--- src/rtl/ysyx_22050019_mem_rd_arbiter.sv ---
// ysyx_22050019_mem_rd_arbiter: round-robin arbiter that merges icache and dcache
// single-beat reads onto one shared memory read port, one transaction at a time.
`default_nettype none

module ysyx_22050019_mem_rd_arbiter #(
    parameter int ADDR_WIDTH = 32,
    parameter int DATA_WIDTH = 64
) (
    input  logic                  clk,
    input  logic                  rst_n,

    input  logic                  i_ar_valid_i,
    output logic                  i_ar_ready_o,
    input  logic [ADDR_WIDTH-1:0] i_ar_addr_i,
    output logic                  i_r_valid_o,
    input  logic                  i_r_ready_i,
    output logic [DATA_WIDTH-1:0] i_r_data_o,
    output logic [1:0]            i_r_resp_o,

    input  logic                  d_ar_valid_i,
    output logic                  d_ar_ready_o,
    input  logic [ADDR_WIDTH-1:0] d_ar_addr_i,
    output logic                  d_r_valid_o,
    input  logic                  d_r_ready_i,
    output logic [DATA_WIDTH-1:0] d_r_data_o,
    output logic [1:0]            d_r_resp_o,

    output logic                  mem_ar_valid_o,
    input  logic                  mem_ar_ready_i,
    output logic [ADDR_WIDTH-1:0] mem_ar_addr_o,
    input  logic                  mem_r_valid_i,
    output logic                  mem_r_ready_o,
    input  logic [DATA_WIDTH-1:0] mem_r_data_i,
    input  logic [1:0]            mem_r_resp_i
);

    typedef enum logic [1:0] {
        S_IDLE = 2'd0,
        S_AR   = 2'd1,
        S_R    = 2'd2
    } state_t;

    state_t state, state_nxt;
    logic   owner, owner_nxt;   // 0 = icache, 1 = dcache
    logic   last, last_nxt;     // owner of the last completed transaction
    logic   own_ar_valid;
    logic   own_r_ready;

    assign own_ar_valid = owner ? d_ar_valid_i : i_ar_valid_i;
    assign own_r_ready  = owner ? d_r_ready_i  : i_r_ready_i;

    // last resets to dcache so that the first tie goes to icache
    always_ff @(posedge clk or negedge rst_n) begin
        if (!rst_n) begin
            state <= S_IDLE;
            owner <= 1'b0;
            last  <= 1'b1;
        end else begin
            state <= state_nxt;
            owner <= owner_nxt;
            last  <= last_nxt;
        end
    end

    always_comb begin
        state_nxt      = state;
        owner_nxt      = owner;
        last_nxt       = last;
        i_ar_ready_o   = 1'b0;
        i_r_valid_o    = 1'b0;
        i_r_data_o     = '0;
        i_r_resp_o     = 2'b00;
        d_ar_ready_o   = 1'b0;
        d_r_valid_o    = 1'b0;
        d_r_data_o     = '0;
        d_r_resp_o     = 2'b00;
        mem_ar_valid_o = 1'b0;
        mem_ar_addr_o  = '0;
        mem_r_ready_o  = 1'b0;

        case (state)
            S_IDLE: begin
                if (i_ar_valid_i || d_ar_valid_i) begin
                    owner_nxt = (i_ar_valid_i && d_ar_valid_i) ? ~last : d_ar_valid_i;
                    state_nxt = S_AR;
                end
            end

            S_AR: begin
                mem_ar_valid_o = own_ar_valid;
                mem_ar_addr_o  = owner ? d_ar_addr_i : i_ar_addr_i;
                if (owner) begin
                    d_ar_ready_o = mem_ar_ready_i;
                end else begin
                    i_ar_ready_o = mem_ar_ready_i;
                end
                // a withdrawn request releases the port without touching fairness
                if (own_ar_valid && mem_ar_ready_i) begin
                    state_nxt = S_R;
                end else if (!own_ar_valid) begin
                    state_nxt = S_IDLE;
                end
            end

            S_R: begin
                mem_r_ready_o = own_r_ready;
                if (owner) begin
                    d_r_valid_o = mem_r_valid_i;
                    d_r_data_o  = mem_r_data_i;
                    d_r_resp_o  = mem_r_resp_i;
                end else begin
                    i_r_valid_o = mem_r_valid_i;
                    i_r_data_o  = mem_r_data_i;
                    i_r_resp_o  = mem_r_resp_i;
                end
                if (mem_r_valid_i && own_r_ready) begin
                    state_nxt = S_IDLE;
                    last_nxt  = owner;
                end
            end

            default: begin
                state_nxt = S_IDLE;
            end
        endcase
    end

endmodule

`default_nettype wire

--- config.mk ---
export PLATFORM = sky130hd
export DESIGN_NAME = ysyx_22050019_mem_rd_arbiter
export DESIGN_NICKNAME = d
export VERILOG_FILES = /design/src/rtl/ysyx_22050019_mem_rd_arbiter.sv
export SDC_FILE = /design/constraint.sdc
export NUM_CORES = 1
export LEC_CHECK = 0
export ABC_AREA = 1
export CAP_MARGIN = 20
export CORE_AREA = 2 2 119 121
export CTS_BUF_LIST = sky130_fd_sc_hd__clkbuf_8
export CTS_CLUSTER_SIZE = 20
export DETAILED_ROUTE_END_ITERATION = 12
export DIE_AREA = 0 0 121 123
export PLACE_DENSITY = 0.59
export SYNTH_ARGS = -nofsm -noshare
export SYNTH_HDL_FRONTEND = slang
export SYNTH_SLANG_ARGS = --single-unit
--- constraint.sdc ---
create_clock -name clk -period 1.2 [get_ports clk]
set_clock_uncertainty 0.05 [all_clocks]
set_input_delay 0.12 -clock clk [delete_from_list [all_inputs] [get_ports clk]]
set_output_delay 0.12 -clock clk [all_outputs]
set_load 0.03 [all_outputs]
Word level (Yosys, flattened, before mapping)
Cells that the tools add are included.

Output and inout bits: 170. Word-level logic and storage cells: 45. Flip-flop bits (word level): 4. Input port bits: 138.

Bitwise gates (word level): 1. Reduce and logical (&&, ||, !) cells: 8. Muxes and demuxes: 28. Equality and inequality tests: 5.

Operator list (number): $mux W64 (4); $mux W32 (2); $mux W2 (8); $mux W1 (13); $pmux W2 S3 (1); $ne A2 B2 Y1 const B (2); $reduce_and A2 Y1 (2); $logic_and A1 B1 Y1 (3); $ne A3 B3 Y1 const B (1); $reduce_and A3 Y1 (1); $eq A2 B1 Y1 const B (1); $eq A2 B2 Y1 const B (1); $logic_not A2 Y1 (1); $logic_or A1 B1 Y1 (1); $not A1 Y1 (1).

Logic depth before layout (Yosys ltp)
Gate-level depths: netlist (run 1).

Word-level depth: 4. Gate-level depth with buffers: 7.

Least setup slack after synthesis (run 1)
OpenSTA, ideal clock, no wires.

Path type: register to output. Start: reg owner. End: out i_ar_ready_o. Cell stages (with the launch flop): 4. Setup slack: -0.397 ns. Buffers on the path: 2. Arrival: 1.427 ns. Cell sequence: dfrtp_1 > buf_4 > buf_2 > nor3_1.

Word-level cells in the longest chain between the ends: 2.

Ends and longest elaborated chain: start, declared (line 44) `logic owner, owner_nxt;`; start signal, assigned (line 60) `owner <= owner_nxt;`; $mux W1 (line 92) `if (owner) begin`; $mux W1 (line 81) `case (state)`; end, declared (line 13) `output logic i_ar_ready_o,`.

Every way passes these cells.

Final worst setup path (run 1)
Start: reg owner. End: out d_r_data_o[42].

Word-level cells in the longest chain between the ends: 2.

Ends and longest elaborated chain: $mux W64 (line 107) `if (owner) begin`; $mux W64 (line 81); end, declared (line 25) `output logic [DATA_WIDTH-1:0] d_r_data_o,`.

Every way passes these cells.

==> out/metrics.cfg, run 1 <==
[clock_network]
cts.sinks=4
cts_root_buffer=clkbuf_8
clk_pin_slew_ps=40
clock_latency_ps=220
cts_buffers=3
h-tree-depth=1
clockBufferDepth=2
cts_tree=built

[layout]
final_nets=845
syn2layout_area_growth_pct=372.9
multi_input_area_um2=2516
final_cell_mix=151 x buf_6, 137 x clkdlybuf4s50_1, 132 x nor2_4
seqCellArea_um2=102.6
finish.instance_area_um2=7455
layout-drive-gt1-share_pct=59.21
layout_commonest_cell=buf_6
diodes=0
fillCellCount=1210

[outcome]
violations=setup timing
status=finished with violations

[power]
swShare_pct=53.27
power.internal_w=0.005686
leakage_nw=3.165
ir_drop_v=0.001734
p_switching_w=0.006482
clockPowerShare_pct=2.4
power_frac_seq_pct=2.4
pwr-share-comb_pct=95.1
power_density_nw_per_um2=1632

[floorplanning]
initial_core_util_pct=11.58
die_h_um=123
die_area_um2=14880
core.rowCount=43
die_x_um=121
core_um2=13610
io_pins=308

[critical_path]
crit_type=reg2out
critPathLaunch=owner
startpoint_type=register
critPathCaptureType=output pin
required_ps=1030
crit_path_max_fanout=7
cp.arrival_ps=1480
r2r_start=state[0]

[drt]
totalWireLength_um=13160
wl_per_cell_um=14.85
drt_first_iter_violations=72
num_vias=3484
ant_nets=0
via_per_inst=3.932
drc=0
first_pass_iters=3

[global_routing]
grt_overflow_total=0
grt_max_degree=22
grt_pass1_vias=3522
grt.total_usage_pct=15.33
grt_pass1_wl_um=18220
antenna_found_initial=0

[timing]
min_period_ps=1655
finalSetupViolations=172
tightest_slew_ps=309.6
finalCritPeriodShare_pct=137.9
fmax_ghz=0.6043
setup_ws_ps=-454.9
holdWs_ps=65.44
rsz0062_at_grt=true
slew_headroom_pct=79.34
final_max_slew_viol_count=0
final_hold_viol_count=0

[yosys]
synthMuxAreaShare_pct=0
synth_cell_types=15
seq_area_frac_synth_pct=6.429
synth-xor-area-share_pct=0
syn_area_um2=1577
syn_area_per_cell_um2=4.367
synth_seq_cells=4
synth_top_family_by_area=simple AND/OR/NAND/NOR gates
syn_nets=499
synthCells=361
synthAdderAreaFrac_pct=0
yosys.area_share.simple_pct=54.60
ys_warn_count=0
synth_compound_area_share_pct=11.11

[flow_run]
drv_cap=0

[placed_design]
dpl.hpwl_um=10210
port_buffers=307
gp_congestion=0.7436
placed_area_um2=6122

[min_path]
hp-class=in2async

-- cell usage after synthesis --
| library cell | n | area share [%] |
|---|---|---|
| nor2_1 | 137 | 33 |
| nand2_2 | 2 | 0.79 |
| a21oi_1 | 34 | 11 |
| nand2_1 | 81 | 19 |
| nor3_1 | 2 | 0.63 |
| buf_2 | 12 | 3.8 |
| buf_4 | 1 | 0.48 |
| dfstp_2 | 1 | 1.7 |
| clkbuf_1 | 3 | 0.71 |
| nand3_1 | 4 | 1.3 |
| inv_2 | 3 | 0.71 |
| buf_6 | 8 | 5.7 |
| inv_1 | 69 | 16 |
| dfrtp_1 | 3 | 4.8 |
| o21ai_0 | 1 | 0.32 |
-- path summary, 6_finish.rpt --
check,slack [ps],endpoint,cells after the start
min reg2reg,420,last,2
max reg2reg,-80,last,9
min in group clk,420,last,2
max in group asynchronous,790,last,1
min,70,state[1],1
max,-450,d_r_data_o[42],6
-- per-layer routing --
layer | global-route usage (%) | up-vias | wire [µm]
met4 | 1.381 | 0 | 70
met5 | 0 | - | 0
met2 | 31.25 | 177 | 7476
met1 | 16.28 | 1563 | 4588
li1 | - | 1738 | -
met3 | 3.736 | 6 | 1022
-- cells by family (layout without fill, tap and decap cells) --
logic type	after synthesis	count (layout)
flops	4	4
buf+inv	96	439
compound gates	35	35
simple gates	226	228
-- sequential cells by signal, summed over array words and instances (netlist names) --
| name | count |
|---|---|
| last | 1 |
| state | 2 |
| owner | 1 |
-- repair_timing --
item / in CTS / in global routing
hold buffers: 0 / 0
pin swaps: 6 / 16
buffers inserted: 4 / 7
gates resized for setup: 134 / 82
gates cloned: 7 / 9
endpoints found under the setup margin: 172 / 174
-- metrics by stage --
step / total power, W / TNS, ps / instances / setup WS [ps] / util [%]
after floorplan: 0.006157 / -11970 / 361 / -130.1 / -
after global placement: 0.009252 / -31120 / 856 / -267.8 / 44.98
after detailed placement: 0.009323 / -32040 / 856 / -294.2 / 44.98
after CTS: 0.01134 / -64480 / 871 / -462.0 / 50.55
after global routing: 0.01280 / -75110 / 886 / -516.0 / 54.77
final: 0.01217 / -64720 / 886 / -454.9 / 54.77
-- area by class of cell --
| type | instances | share of cell area [%] |
|---|---|---|
| clock buffer | 3 | 0.5539 |
| multi-input combinational | 263 | 33.75 |
| timing repair buffer | 363 | 57.32 |
| clock inverter | 1 | 0.05035 |
| inverter | 72 | 3.927 |
| sequential | 4 | 1.376 |
| tap | 180 | 3.021 |
-- power by group through the flow --
stage               registers (W)  logic [W]  clock network, W
floorplan                0.000257    0.00590                 0
global placement         0.000258    0.00899                 0
detailed placement       0.000258    0.00907                 0
CTS                      0.000284     0.0107          0.000303
global route             0.000306     0.0122          0.000317
finish                   0.000296     0.0116          0.000298
-- worst max-delay path: stages (launching register included) --
cell     delay, ps
dfrtp_2        450
buf_8          170
nand2_8        110
buf_12         160
buf_12         130
nor2_4         100
buf_6          130
No activity file was read; power rests on OpenSTA's default activity.
==> inputs of run 2 (changes only) <==
CORE_AREA = 4 4 118 120   (was 2 2 119 121)
DIE_AREA = 0 0 122 124   (was 0 0 121 123)
PLACE_DENSITY = 0.61   (was 0.59)
==> run 2 against run 1 <==
The run still ends with setup timing left; setup slack improved by 55 ps; first-iteration DRC count down 47%; wire length shrank 5.2%; final area is 13% lower; critical path depth up 1; die area is 1.6% higher; highest routed layer is now met5.
==> out/metrics.cfg, run 2 (same netlist as run 1, synthesis figures left out) <==
[drt]
drt_first_iter_violations=38  ; was 72
wl_per_cell_um=14.54  ; was 14.85 µm
num_vias=3417  ; was 3484
totalWireLength_um=12470  ; was 13160 µm
ant_nets=0  ; unchanged
drc=0  ; unchanged
first_pass_iters=4  ; was 3
via_per_inst=3.983  ; was 3.932

[layout]
largest_register_ffs=2  ; unchanged
layout-drive-gt1-share_pct=57.92  ; was 59.21%
regMostFlops=state  ; unchanged
reg_top3=state (2), last (1), owner (1)  ; unchanged
layout_commonest_cell=clkdlybuf4s50_1  ; was buf_6
final_util_pct=49.94  ; was 54.77%
final_nets=821  ; was 845
diodes=0  ; unchanged
final_cell_mix=137 x clkdlybuf4s50_1, 125 x buf_4, 122 x nor2_4  ; was 151 x buf_6, 137 x clkdlybuf4s50_1, 132 x nor2_4
syn2layout_area_growth_pct=311.2  ; was 372.9%

[global_routing]
antenna_found_initial=1  ; was 0
grt.total_usage_pct=14.86  ; was 15.33%
grt_max_degree=26  ; was 22
grt_pass1_vias=3562  ; was 3522
grt_pass1_wl_um=17910  ; was 18220 µm
grt_overflow_total=0  ; unchanged

[floorplanning]
core.rowCount=42  ; was 43
core_um2=12980  ; was 13610 µm²
die_area_um2=15130  ; was 14880 µm²
io_pins=308  ; unchanged
die_x_um=122  ; was 121 µm
initial_core_util_pct=12.15  ; was 11.58%
die_h_um=124  ; was 123 µm

[clock_network]
ctsHoldBuffers=0  ; unchanged
cts_buffers=3  ; unchanged
clock_latency_ps=220  ; about the same
h-tree-depth=1  ; unchanged
cts.sinks=4  ; unchanged
cts_tree=built  ; unchanged
cts_root_buffer=clkbuf_8  ; unchanged
clockBufferDepth=2  ; unchanged
clk_pin_slew_ps=30  ; was 40 ps

[critical_path]
startpoint_type=register  ; unchanged
crit_path_max_fanout=8  ; was 7
rr_worst_depth=7  ; was 9
crit_top_cell=buf_12  ; unchanged
crit_path_cell_trace=inv_2 -> buf_4 -> nor2_4 -> inv_6 -> buf_12 -> nor3_4 -> buf_12  ; was buf_8 -> nand2_8 -> buf_12 -> buf_12 -> nor2_4 -> buf_6
cp.arrival_ps=1430  ; was 1480 ps
critPathCaptureType=output pin  ; unchanged
r2r_start=owner  ; was state[0]
rr_endpoint=state[1]  ; was last
crit_type=reg2out  ; unchanged
crit_slowest_cell=dfrtp_1  ; was dfrtp_2
worst_path_largest_cell_delay_ps=350  ; was 450 ps
required_ps=1030  ; about the same
ff2ff_setup_slack_ps=20  ; was -80 ps

[power]
power_density_nw_per_um2=1621  ; was 1632 nW/µm²
leakage_nw=2.810  ; was 3.165 nW
ir_drop_v=0.001306  ; was 0.001734 V

[timing]
fin_setup_tns_ps=-60660  ; was -64720 ps
final_max_slew_viol_count=0  ; unchanged
tightest_slew_ps=218.0  ; was 309.6 ps
setup_ws_ps=-399.6  ; was -454.9 ps
min_period_ps=1600  ; was 1655 ps
finalCritPeriodShare_pct=133.3  ; was 137.9%
fmax_ghz=0.6252  ; was 0.6043 GHz
slew_headroom_pct=85.31  ; was 79.34%
rsz0062_at_grt=true  ; unchanged
final_hold_viol_count=0  ; unchanged
finalSetupViolations=170  ; was 172

[placed_design]
dp_slack_ps=-233.9  ; was -294.2 ps
dpl.hpwl_um=10860  ; was 10210 µm
gp_congestion=0.7919  ; was 0.7436
port_buffers=307  ; unchanged

[outcome]
status=finished with violations  ; unchanged
violations=setup timing  ; unchanged

[flow_run]
drv_cap=0  ; unchanged

[min_path]
hp-class=in2async  ; unchanged

==> run 2: routing by layer <==
| layer | track usage [%] | vias to the layer above | share of wire [%] |
|---|---|---|---|
| met5 | 0 | - | 0.056 |
| li1 | - | 1679 | - |
| met3 | 4.995 | 16 | 11 |
| met2 | 28.31 | 188 | 53 |
| met1 | 15.34 | 1532 | 34 |
| met4 | 4.552 | 2 | 2.2 |
==> run 2: critical path: cells and delay by family, from the launching register on <==
| kind | cells | cell delay, ps |
|---|---|---|
| buffers and inverters | 5 | 560 |
| DFF | 1 | 350 |
| and+or+nand+nor | 2 | 280 |
==> run 2: cell type report <==
type / instances / area, µm²
repair buffers: 341 / 3405
flip-flops and latches: 4 / 101.3
well taps: 176 / 220.2
multi-input cells: 261 / 2431
clock buffers: 3 / 41.29
fillers: 1212 / 6497
clock inverters: 1 / 3.754
inverters: 72 / 280.3
==> run 2: repair_timing <==
action,4_1_cts,5_1_grt
endpoints found under the setup margin,172,173
buffers inserted,0,0
pin swaps,0,1
resized for setup,65,15
cloned,1,1
==> run 2: worst max-delay path by stage <==
stage | startpoint | to | cells past startpoint
floorplan | owner | mem_ar_addr_o[10] | 4
global placement | state[0] | d_r_data_o[11] | 7
detailed placement | state[0] | d_r_data_o[11] | 7
CTS | state[0] | i_ar_ready_o | 7
global route | state[0] | d_r_data_o[33] | 7
finish | state[0] | i_ar_ready_o | 7
==> run 2: stage by stage <==
stage          hold slack (ps)  total power [W]  instance area [µm²]  std cells
2_1_floorplan           -225.6         0.006157                 2952        361
3_3_place_gp             293.3         0.009311                 6092        852
3_5_place_dp             300.5         0.009340                 6092        852
4_1_cts                  67.96          0.01035                 6400        857
5_1_grt                  88.36          0.01109                 6482        858
6_report                 62.40          0.01051                 6482        858
==> run 2: where the power goes <==
part	switching, W	internal [W]	leakage (nW)
Sequential	0.0000662	0.000211	0.0477
Combinational	0.00588	0.00406	2.74
Clock	0.0000733	0.000218	0.0269
Total	0.00601	0.00449	2.81
